--- config.mk ---
export PLATFORM = sky130hd
export DESIGN_NAME = ram_access_arbiter
export DESIGN_NICKNAME = d
export VERILOG_FILES = /design/src/rtl/ram_access_arbiter_pkg.sv /design/src/rtl/ram_access_arbiter_chk.sv /design/src/rtl/ram_access_arbiter_rr_arb2.sv /design/src/rtl/ram_access_arbiter.sv
export SDC_FILE = /design/constraint.sdc
export NUM_CORES = 1
export LEC_CHECK = 0
export ABC_AREA = 1
export BUFFER_PORTS_ARGS = -buffer_cell sky130_fd_sc_hd__buf_2
export CAP_MARGIN = 20
export CORE_AREA = 5 5 58 80
export DETAILED_ROUTE_END_ITERATION = 10
export DIE_AREA = 0 0 63 85
export PLACE_DENSITY = 0.81
export REMOVE_ABC_BUFFERS = 1
export SYNTH_ARGS = -nofsm -noshare
export SYNTH_HDL_FRONTEND = slang
export SYNTH_HIERARCHICAL = 1
export SYNTH_SLANG_ARGS = --single-unit
--- constraint.sdc ---
create_clock -name clk -period 1.9 [get_ports clk]
set_input_delay 0.38 -clock clk [delete_from_list [all_inputs] [get_ports clk]]
set_output_delay 0.38 -clock clk [all_outputs]
set_load 0.005 [all_outputs]
--- src/rtl/ram_access_arbiter_pkg.sv ---
// Shared definitions for the two-requester RAM access arbiter:
// default widths, requester identifiers and the round-robin pointer reset value.
package ram_access_arbiter_pkg;

    localparam int ADDR_W_DEF = 8;
    localparam int DATA_W_DEF = 8;

    // Requester identifier, also used as the round-robin pointer encoding
    typedef enum logic {
        REQ0 = 1'b0,
        REQ1 = 1'b1
    } req_id_e;

    // Pointer starts at REQ1 so that requester 0 wins the first contest
    localparam req_id_e LAST_GRANT_RST = REQ1;

    // The requester that is not 'id'; the preferred winner on contention
    function automatic req_id_e other_req(input req_id_e id);
        req_id_e res;
        if (id == REQ0) begin
            res = REQ1;
        end else begin
            res = REQ0;
        end
        return res;
    endfunction

endpackage

--- src/rtl/ram_access_arbiter_chk.sv ---
// Protocol checker for the RAM access arbiter; observes ports only.
module ram_access_arbiter_chk (
    input logic clk,
    input logic rst,
    input logic req0_valid,
    input logic req0_ready,
    input logic req1_valid,
    input logic req1_ready,
    input logic ram_enable,
    input logic ram_write_en,
    input logic rsp0_valid,
    input logic rsp1_valid
);

    // At most one requester is accepted per cycle
    a_one_ready: assert property (@(posedge clk) disable iff (rst)
        !(req0_ready && req1_ready));

    // Ready is only offered to a requester that is asking
    a_ready0_valid: assert property (@(posedge clk) disable iff (rst)
        req0_ready |-> req0_valid);
    a_ready1_valid: assert property (@(posedge clk) disable iff (rst)
        req1_ready |-> req1_valid);

    // A write strobe never appears without the RAM being enabled
    a_we_en: assert property (@(posedge clk) disable iff (rst)
        ram_write_en |-> ram_enable);

    // Only one read tag can retire per cycle
    a_one_rsp: assert property (@(posedge clk) disable iff (rst)
        !(rsp0_valid && rsp1_valid));

endmodule

--- src/rtl/ram_access_arbiter_rr_arb2.sv ---
// Combinational 2-way round-robin arbiter. The pointer register lives in the
// parent; this block only decides who wins in the current cycle.
module rr_arb2
    import ram_access_arbiter_pkg::*;
(
    input  logic    valid0,
    input  logic    valid1,
    input  req_id_e last_grant,
    output logic    grant0,
    output logic    grant1,
    output req_id_e winner
);

    // Grant decision: a lone requester always wins, contention goes to the
    // requester that did not win last time
    always_comb begin
        grant0 = 1'b0;
        grant1 = 1'b0;
        winner = last_grant;
        case ({valid1, valid0})
            2'b01: begin
                grant0 = 1'b1;
                winner = REQ0;
            end
            2'b10: begin
                grant1 = 1'b1;
                winner = REQ1;
            end
            2'b11: begin
                winner = other_req(last_grant);
                if (winner == REQ0) begin
                    grant0 = 1'b1;
                end else begin
                    grant1 = 1'b1;
                end
            end
            default: begin
                grant0 = 1'b0;
                grant1 = 1'b0;
                winner = last_grant;
            end
        endcase
    end

endmodule

--- src/rtl/ram_access_arbiter.sv ---
// Two-requester front end for a single-port synchronous RAM with 1-cycle
// registered read. Commands are arbitrated round-robin, registered onto the
// RAM pins the following cycle, and read data is returned through a tagged
// pipeline on a per-requester response strobe three cycles after acceptance.
module ram_access_arbiter
    import ram_access_arbiter_pkg::*;
#(
    parameter int ADDR_W = ADDR_W_DEF,
    parameter int DATA_W = DATA_W_DEF
) (
    input  logic              clk,
    input  logic              rst,
    input  logic              req0_valid,
    output logic              req0_ready,
    input  logic              req0_we,
    input  logic [ADDR_W-1:0] req0_addr,
    input  logic [DATA_W-1:0] req0_wdata,
    output logic              rsp0_valid,
    output logic [DATA_W-1:0] rsp0_rdata,
    input  logic              req1_valid,
    output logic              req1_ready,
    input  logic              req1_we,
    input  logic [ADDR_W-1:0] req1_addr,
    input  logic [DATA_W-1:0] req1_wdata,
    output logic              rsp1_valid,
    output logic [DATA_W-1:0] rsp1_rdata,
    output logic [ADDR_W-1:0] ram_address,
    output logic              ram_write_en,
    output logic              ram_enable,
    output logic [DATA_W-1:0] ram_data_in,
    input  logic [DATA_W-1:0] ram_data_out
);

    req_id_e            last_grant_r;
    req_id_e            winner_s;
    logic               grant0_s;
    logic               grant1_s;
    logic               grant_any_s;

    logic               sel_we_s;
    logic [ADDR_W-1:0]  sel_addr_s;
    logic [DATA_W-1:0]  sel_wdata_s;

    // Read tag pipeline: stage 1 travels with the RAM command, stage 2 with
    // the cycle in which the RAM presents its read data
    logic               rd_pend1_r;
    req_id_e            rd_id1_r;
    logic               rd_pend2_r;
    req_id_e            rd_id2_r;

    rr_arb2 u_arb (
        .valid0     (req0_valid),
        .valid1     (req1_valid),
        .last_grant (last_grant_r),
        .grant0     (grant0_s),
        .grant1     (grant1_s),
        .winner     (winner_s)
    );

    assign req0_ready  = grant0_s;
    assign req1_ready  = grant1_s;
    assign grant_any_s = grant0_s | grant1_s;

    // Round-robin pointer: moves only when a command is actually accepted
    always_ff @(posedge clk or posedge rst) begin
        if (rst) begin
            last_grant_r <= LAST_GRANT_RST;
        end else if (grant_any_s) begin
            last_grant_r <= winner_s;
        end else begin
            last_grant_r <= last_grant_r;
        end
    end

    // Command mux: pick the winning requester's fields
    always_comb begin
        sel_we_s    = req0_we;
        sel_addr_s  = req0_addr;
        sel_wdata_s = req0_wdata;
        if (winner_s == REQ1) begin
            sel_we_s    = req1_we;
            sel_addr_s  = req1_addr;
            sel_wdata_s = req1_wdata;
        end else begin
            sel_we_s    = req0_we;
            sel_addr_s  = req0_addr;
            sel_wdata_s = req0_wdata;
        end
    end

    // Stage 1: register the accepted command onto the RAM pins and tag reads;
    // on idle cycles the strobes drop while address and data hold
    always_ff @(posedge clk or posedge rst) begin
        if (rst) begin
            ram_enable   <= 1'b0;
            ram_write_en <= 1'b0;
            ram_address  <= {ADDR_W{1'b0}};
            ram_data_in  <= {DATA_W{1'b0}};
            rd_pend1_r   <= 1'b0;
            rd_id1_r     <= REQ0;
        end else if (grant_any_s) begin
            ram_enable   <= 1'b1;
            ram_write_en <= sel_we_s;
            ram_address  <= sel_addr_s;
            ram_data_in  <= sel_wdata_s;
            rd_pend1_r   <= ~sel_we_s;
            rd_id1_r     <= winner_s;
        end else begin
            ram_enable   <= 1'b0;
            ram_write_en <= 1'b0;
            rd_pend1_r   <= 1'b0;
        end
    end

    // Stage 2: advance the read tag to line up with the RAM's read data
    always_ff @(posedge clk or posedge rst) begin
        if (rst) begin
            rd_pend2_r <= 1'b0;
            rd_id2_r   <= REQ0;
        end else begin
            rd_pend2_r <= rd_pend1_r;
            rd_id2_r   <= rd_id1_r;
        end
    end

    // Response registers: capture RAM read data for the tagged requester and
    // pulse its strobe for one cycle; the data holds until its next response
    always_ff @(posedge clk or posedge rst) begin
        if (rst) begin
            rsp0_valid <= 1'b0;
            rsp0_rdata <= {DATA_W{1'b0}};
            rsp1_valid <= 1'b0;
            rsp1_rdata <= {DATA_W{1'b0}};
        end else begin
            if (rd_pend2_r && (rd_id2_r == REQ0)) begin
                rsp0_valid <= 1'b1;
                rsp0_rdata <= ram_data_out;
            end else begin
                rsp0_valid <= 1'b0;
            end
            if (rd_pend2_r && (rd_id2_r == REQ1)) begin
                rsp1_valid <= 1'b1;
                rsp1_rdata <= ram_data_out;
            end else begin
                rsp1_valid <= 1'b0;
            end
        end
    end

    ram_access_arbiter_chk u_chk (
        .clk          (clk),
        .rst          (rst),
        .req0_valid   (req0_valid),
        .req0_ready   (req0_ready),
        .req1_valid   (req1_valid),
        .req1_ready   (req1_ready),
        .ram_enable   (ram_enable),
        .ram_write_en (ram_write_en),
        .rsp0_valid   (rsp0_valid),
        .rsp1_valid   (rsp1_valid)
    );

endmodule

# After elaboration in Yosys (flattened, before gate mapping)
# Index checks and enable logic that the tools add are counted.
# word_totals
ff_bits	41
inputBits	46
out_inout_bits	38
wordCells	36
# classes
eq_ne	3
n_mux	15
bitwise_logic	3
n_reduce_logical	2
# op_table
op	count
$mux W8	2
$mux W1	10
$eq A2 B2 Y1 const B	2
$pmux W1 S2	2
$pmux W1 S3	1
$eq A2 B1 Y1 const B	1
$logic_and A1 B1 Y1	2
$not A1 Y1	2
$or A1 B1 Y1	1

# Longest topological paths before layout
# depth
ltp_word	6
depth_mapped	10
mapped_depth_nobuf	8

# Cells and area by module
# The synthesis kept the hierarchy.
# by_module_without_submodules
mod	n_inst	cells_each	area_per_inst_um2	seq_area_each_um2
ram_access_arbiter	1	206	1764.2	1027.2
rr_arb2	1	10	38.8	0.0

# Worst setup path before layout
# Ideal clock, no wire load.
# synth_path
path_type	reg-to-reg
start	reg last_grant_r
end	reg ram_address[0]
setup_time_ns	0.117
t_arrival_ns	1.135
required_time_ns	1.783
slack_ns	0.649
path_stages_with_launch	10
n_path_buf	2
synth_period_minus_slack_ns	1.251
cell_sequence	dfstp_2 nand2_1 nand2_1 buf_6 inv_8 buf_12 nand2_2 nand2_1 nand2_1 nand2_1
# synth_between
elab_cells_between_ends	9
classes_between	mux: 8; bitwise: 1
# synth_rtl
element	line	source
start: declaration	ram_access_arbiter.sv:34	req_id_e last_grant_r;
start signal: assignment	ram_access_arbiter.sv:69	last_grant_r <= winner_s;
start signal: assignment	ram_access_arbiter.sv:71	last_grant_r <= last_grant_r;
$mux W1	ram_access_arbiter_pkg.sv:20	if (id == REQ0) begin
$mux W1	ram_access_arbiter_rr_arb2.sv:20	case ({valid1, valid0})
$pmux W1 S3 (*)	ram_access_arbiter_rr_arb2.sv:20	
via winner_s	ram_access_arbiter.sv:35	req_id_e winner_s;
$mux W8 (*)	ram_access_arbiter.sv:80	if (winner_s == REQ1) begin
end signal: assignment	ram_access_arbiter.sv:97	ram_address <= {ADDR_W{1'b0}};
end signal: assignment	ram_access_arbiter.sv:104	ram_address <= sel_addr_s;
end: declaration	ram_access_arbiter.sv:27	output logic [ADDR_W-1:0] ram_address,
# Mark *: on every way through the listed nets, which the timed path passes. The rest lies on a longest branch. The select of a mux whose other input is x is not followed.
# A chain may end at the register's enable or synchronous reset.

# Worst setup path after layout
# layout_path
start	reg last_grant_r
end	out req0_ready
# layout_between
elab_chain_len	4
# layout_rtl
element	line	source
$mux W1	ram_access_arbiter_pkg.sv:20	
$mux W1	ram_access_arbiter_rr_arb2.sv:20	
$mux W1	ram_access_arbiter_rr_arb2.sv:31	if (winner == REQ0) begin
$pmux W1 S2	ram_access_arbiter_rr_arb2.sv:20	
end: declaration	ram_access_arbiter.sv:14	output logic req0_ready,
# No other way between the ends. The select of a mux whose other input is x is not followed.

==> flow_summary.toml <==
[synth]
synth.area.top_cells = "dfrtp_1, nand2_1, nand2_2, o21ai_1, inv_1"
syn_inst = 216
avgSynthCellArea_um2 = 8.35
synth_cell_types = 16
synth.largest_area_cell = "dfrtp_1"
ys_seq_area_share_pct = 57.0
syn_area_um2 = 1800
ys_seq_elements = 41
yosysWarnings = 6
synth_top_cell_area_share_pct = 55.5

[power]
switching_share_pct = 34.2
power_density_nw_per_um2 = 1510
power.internal_uw = 2360
power_frac_seq_pct = 41.1
power_frac_clock_pct = 22.6
switching_power_uw = 1230
peakVddDrop_uv = 1040
p_leak_uw = 0.00144
pwr-share-comb_pct = 36.4
power_uw = 3590

[clocking]
h-tree-depth = 2
insertion_delay_ns = 0.28
postCtsSetupBuffers = 0
cts_hold_buf = 0
cts_tree = "yes"
cts_root_buffer = "clkbuf_8"
clk_pin_slew_ns = 0.08
numCtsBuffers = 5
post_cts_resized = 0
cts_sinks = 41
clockBufferDepth = 2

[timing]
hold_viol_final = 0
rsz0062_at_grt = "no"
post-route-min-period_ns = 1.51
clock_skew_ns = 0.00371
setup_viol = 0
tightest_slew_ns = 0.738
maxSlewViolCount = 0
slew_headroom_pct = 50.5
tns_ns = 0
period_share_pct = 79.5
fin_ws_ns = 0.389
fmax_mhz = 662

[grt]
grt_pass1_wl_mm = 6.85
gr-total-overflow = 0
grt_pass1_vias = 1584
grt_antenna_before_repair = 0
grt_usage_pct = 15.6
grt_max_degree = 23

[place]
portBuffers = 83
placed_cell_area_um2 = 2240
post-place-ws_ns = 0.493
hpwl_mm = 3.09
routabilityCongestion = 0.724

[floorplan]
ios = 84
die_h_um = 85
die_w_um = 63
die_area_um2 = 5360
fp-row-count = 27
core_area_um2 = 3880
initial_utilization_pct = 46.4

[final_layout]
final_util_pct = 61.2
antennaDiodeCount = 0
fillers = 362
synthToLayoutAreaGrowth_pct = 31.9
design_area_um2 = 2380
drive_above_1_share_pct = 38.0
final_nets = 348

[detailed_routing]
wire_per_inst_um = 11.4
drc = 0
num_vias = 1582
first_pass_iters = 4
drtIter0Drc = 40
viasPerCell = 4.57
m1WireLength_mm = 1.65
ant_nets = 0
highest_layer = "met4"
wl_mm = 3.96
routed-wl-met3_um = 340
wl_met2_mm = 1.94

[flow_run]
maxCapViolCount = 0

[setup_path]
arrival_ns = 1.13
cp-start-kind = "register"
end_kind = "output port"
crit_type = "reg -> out"
r2r.worst_path.cells = 7
crit_required_ns = 1.52
cp_max_fo = 5

[outcome]
status = "completed"

[worst_hold_path]
hold_path_class = "in -> async"
-- cell usage in the layout, fill, tap and decap left out --
master	netlist	routed
inv_1	17	16
buf_2	4	83
dfstp_2	1	1
buf_4	1	3
inv_8	1	1
clkinv_2	0	1
nor2_2	2	2
nand2_2	13	13
clkbuf_8	0	5
inv_2	1	1
nand2_4	1	1
dfrtp_1	40	40
clkinv_1	0	1
buf_12	1	1
bufinv_16	0	2
o21ai_1	16	16
nand2_1	114	114
a21oi_2	1	1
a21oi_1	1	1
-- cell usage after synthesis --
| library cell | n |
|---|---|
| buf_6 | 2 |
| buf_4 | 1 |
| inv_1 | 17 |
| o21ai_1 | 16 |
| buf_2 | 4 |
| nand2_2 | 13 |
| nor2_2 | 2 |
| a21oi_2 | 1 |
| buf_12 | 1 |
| dfrtp_1 | 40 |
| inv_2 | 1 |
| inv_8 | 1 |
| dfstp_2 | 1 |
| a21oi_1 | 1 |
| nand2_4 | 1 |
| nand2_1 | 114 |
-- cell type report --
type / instances / area, um2 / area share [%]
clock buffers: 5 / 68.8 / 2.89
repair buffers: 87 / 458 / 19.3
flip-flops and latches: 41 / 1030 / 43.2
well taps: 43 / 53.8 / 2.26
clock inverters: 3 / 65.1 / 2.74
inverters: 19 / 78.8 / 3.31
multi-input cells: 148 / 627 / 26.4
-- cells by family after synthesis --
group,after synthesis,synth area share [%]
AOI/OAI and AO/OA,18,5.20
and+or+nand+nor,130,29.6
DFF,41,57.0
buffers and inverters,27,8.26
-- metrics by stage --
stage	cells	hold WS [ns]
floorplan	208	0.331
global placement	338	0.333
detailed placement	338	0.337
CTS	346	0.138
global route	346	0.171
finish	346	0.123
-- power by group through the flow --
stage / combinational (uW) / sequential (uW) / clock, uW
2_1_floorplan: 666 / 1530 / 0
3_3_place_gp: 1300 / 1480 / 0
3_5_place_dp: 1340 / 1490 / 0
4_1_cts: 1340 / 1480 / 828
5_1_grt: 1490 / 1530 / 865
6_report: 1310 / 1480 / 810
-- state kept, by name, indices dropped and copies added (netlist names), 8 cells and up --
name	flops
ram_address	8
rsp0_rdata	8
ram_data_in	8
rsp1_rdata	8
-- worst max-delay path, stage by stage, from the launching register on --
cell and delay (ns):
dfstp_2 0.57, nand2_1 0.07, nand2_1 0.09, buf_2 0.12
-- path summary, 6_finish.rpt --
| path | from | slack, ns | to |
|---|---|---|---|
| max | last_grant_r$_DFFE_PP1P_ | 0.39 | req0_ready |
| min reg2reg | rd_pend1_r$_DFF_PP0_ | 0.35 | rd_pend2_r$_DFF_PP0_ |
| max in group asynchronous | rst | 1.28 | rsp0_rdata[2]$_DFFE_PP0P_ |
| min in group clk | rd_pend1_r$_DFF_PP0_ | 0.35 | rd_pend2_r$_DFF_PP0_ |
| min | rst | 0.12 | rsp0_rdata[5]$_DFFE_PP0P_ |
| max reg2reg | last_grant_r$_DFFE_PP1P_ | 0.46 | ram_address[7]$_DFFE_PP0P_ |
-- metal layers --
layer	global-route usage, %	up-vias
met5	0	-
met4	4.63	0
met3	4.77	4
met2	27.4	71
met1	18.2	686
li1	-	821
Note: power is estimated with default switching activity, not from simulation.
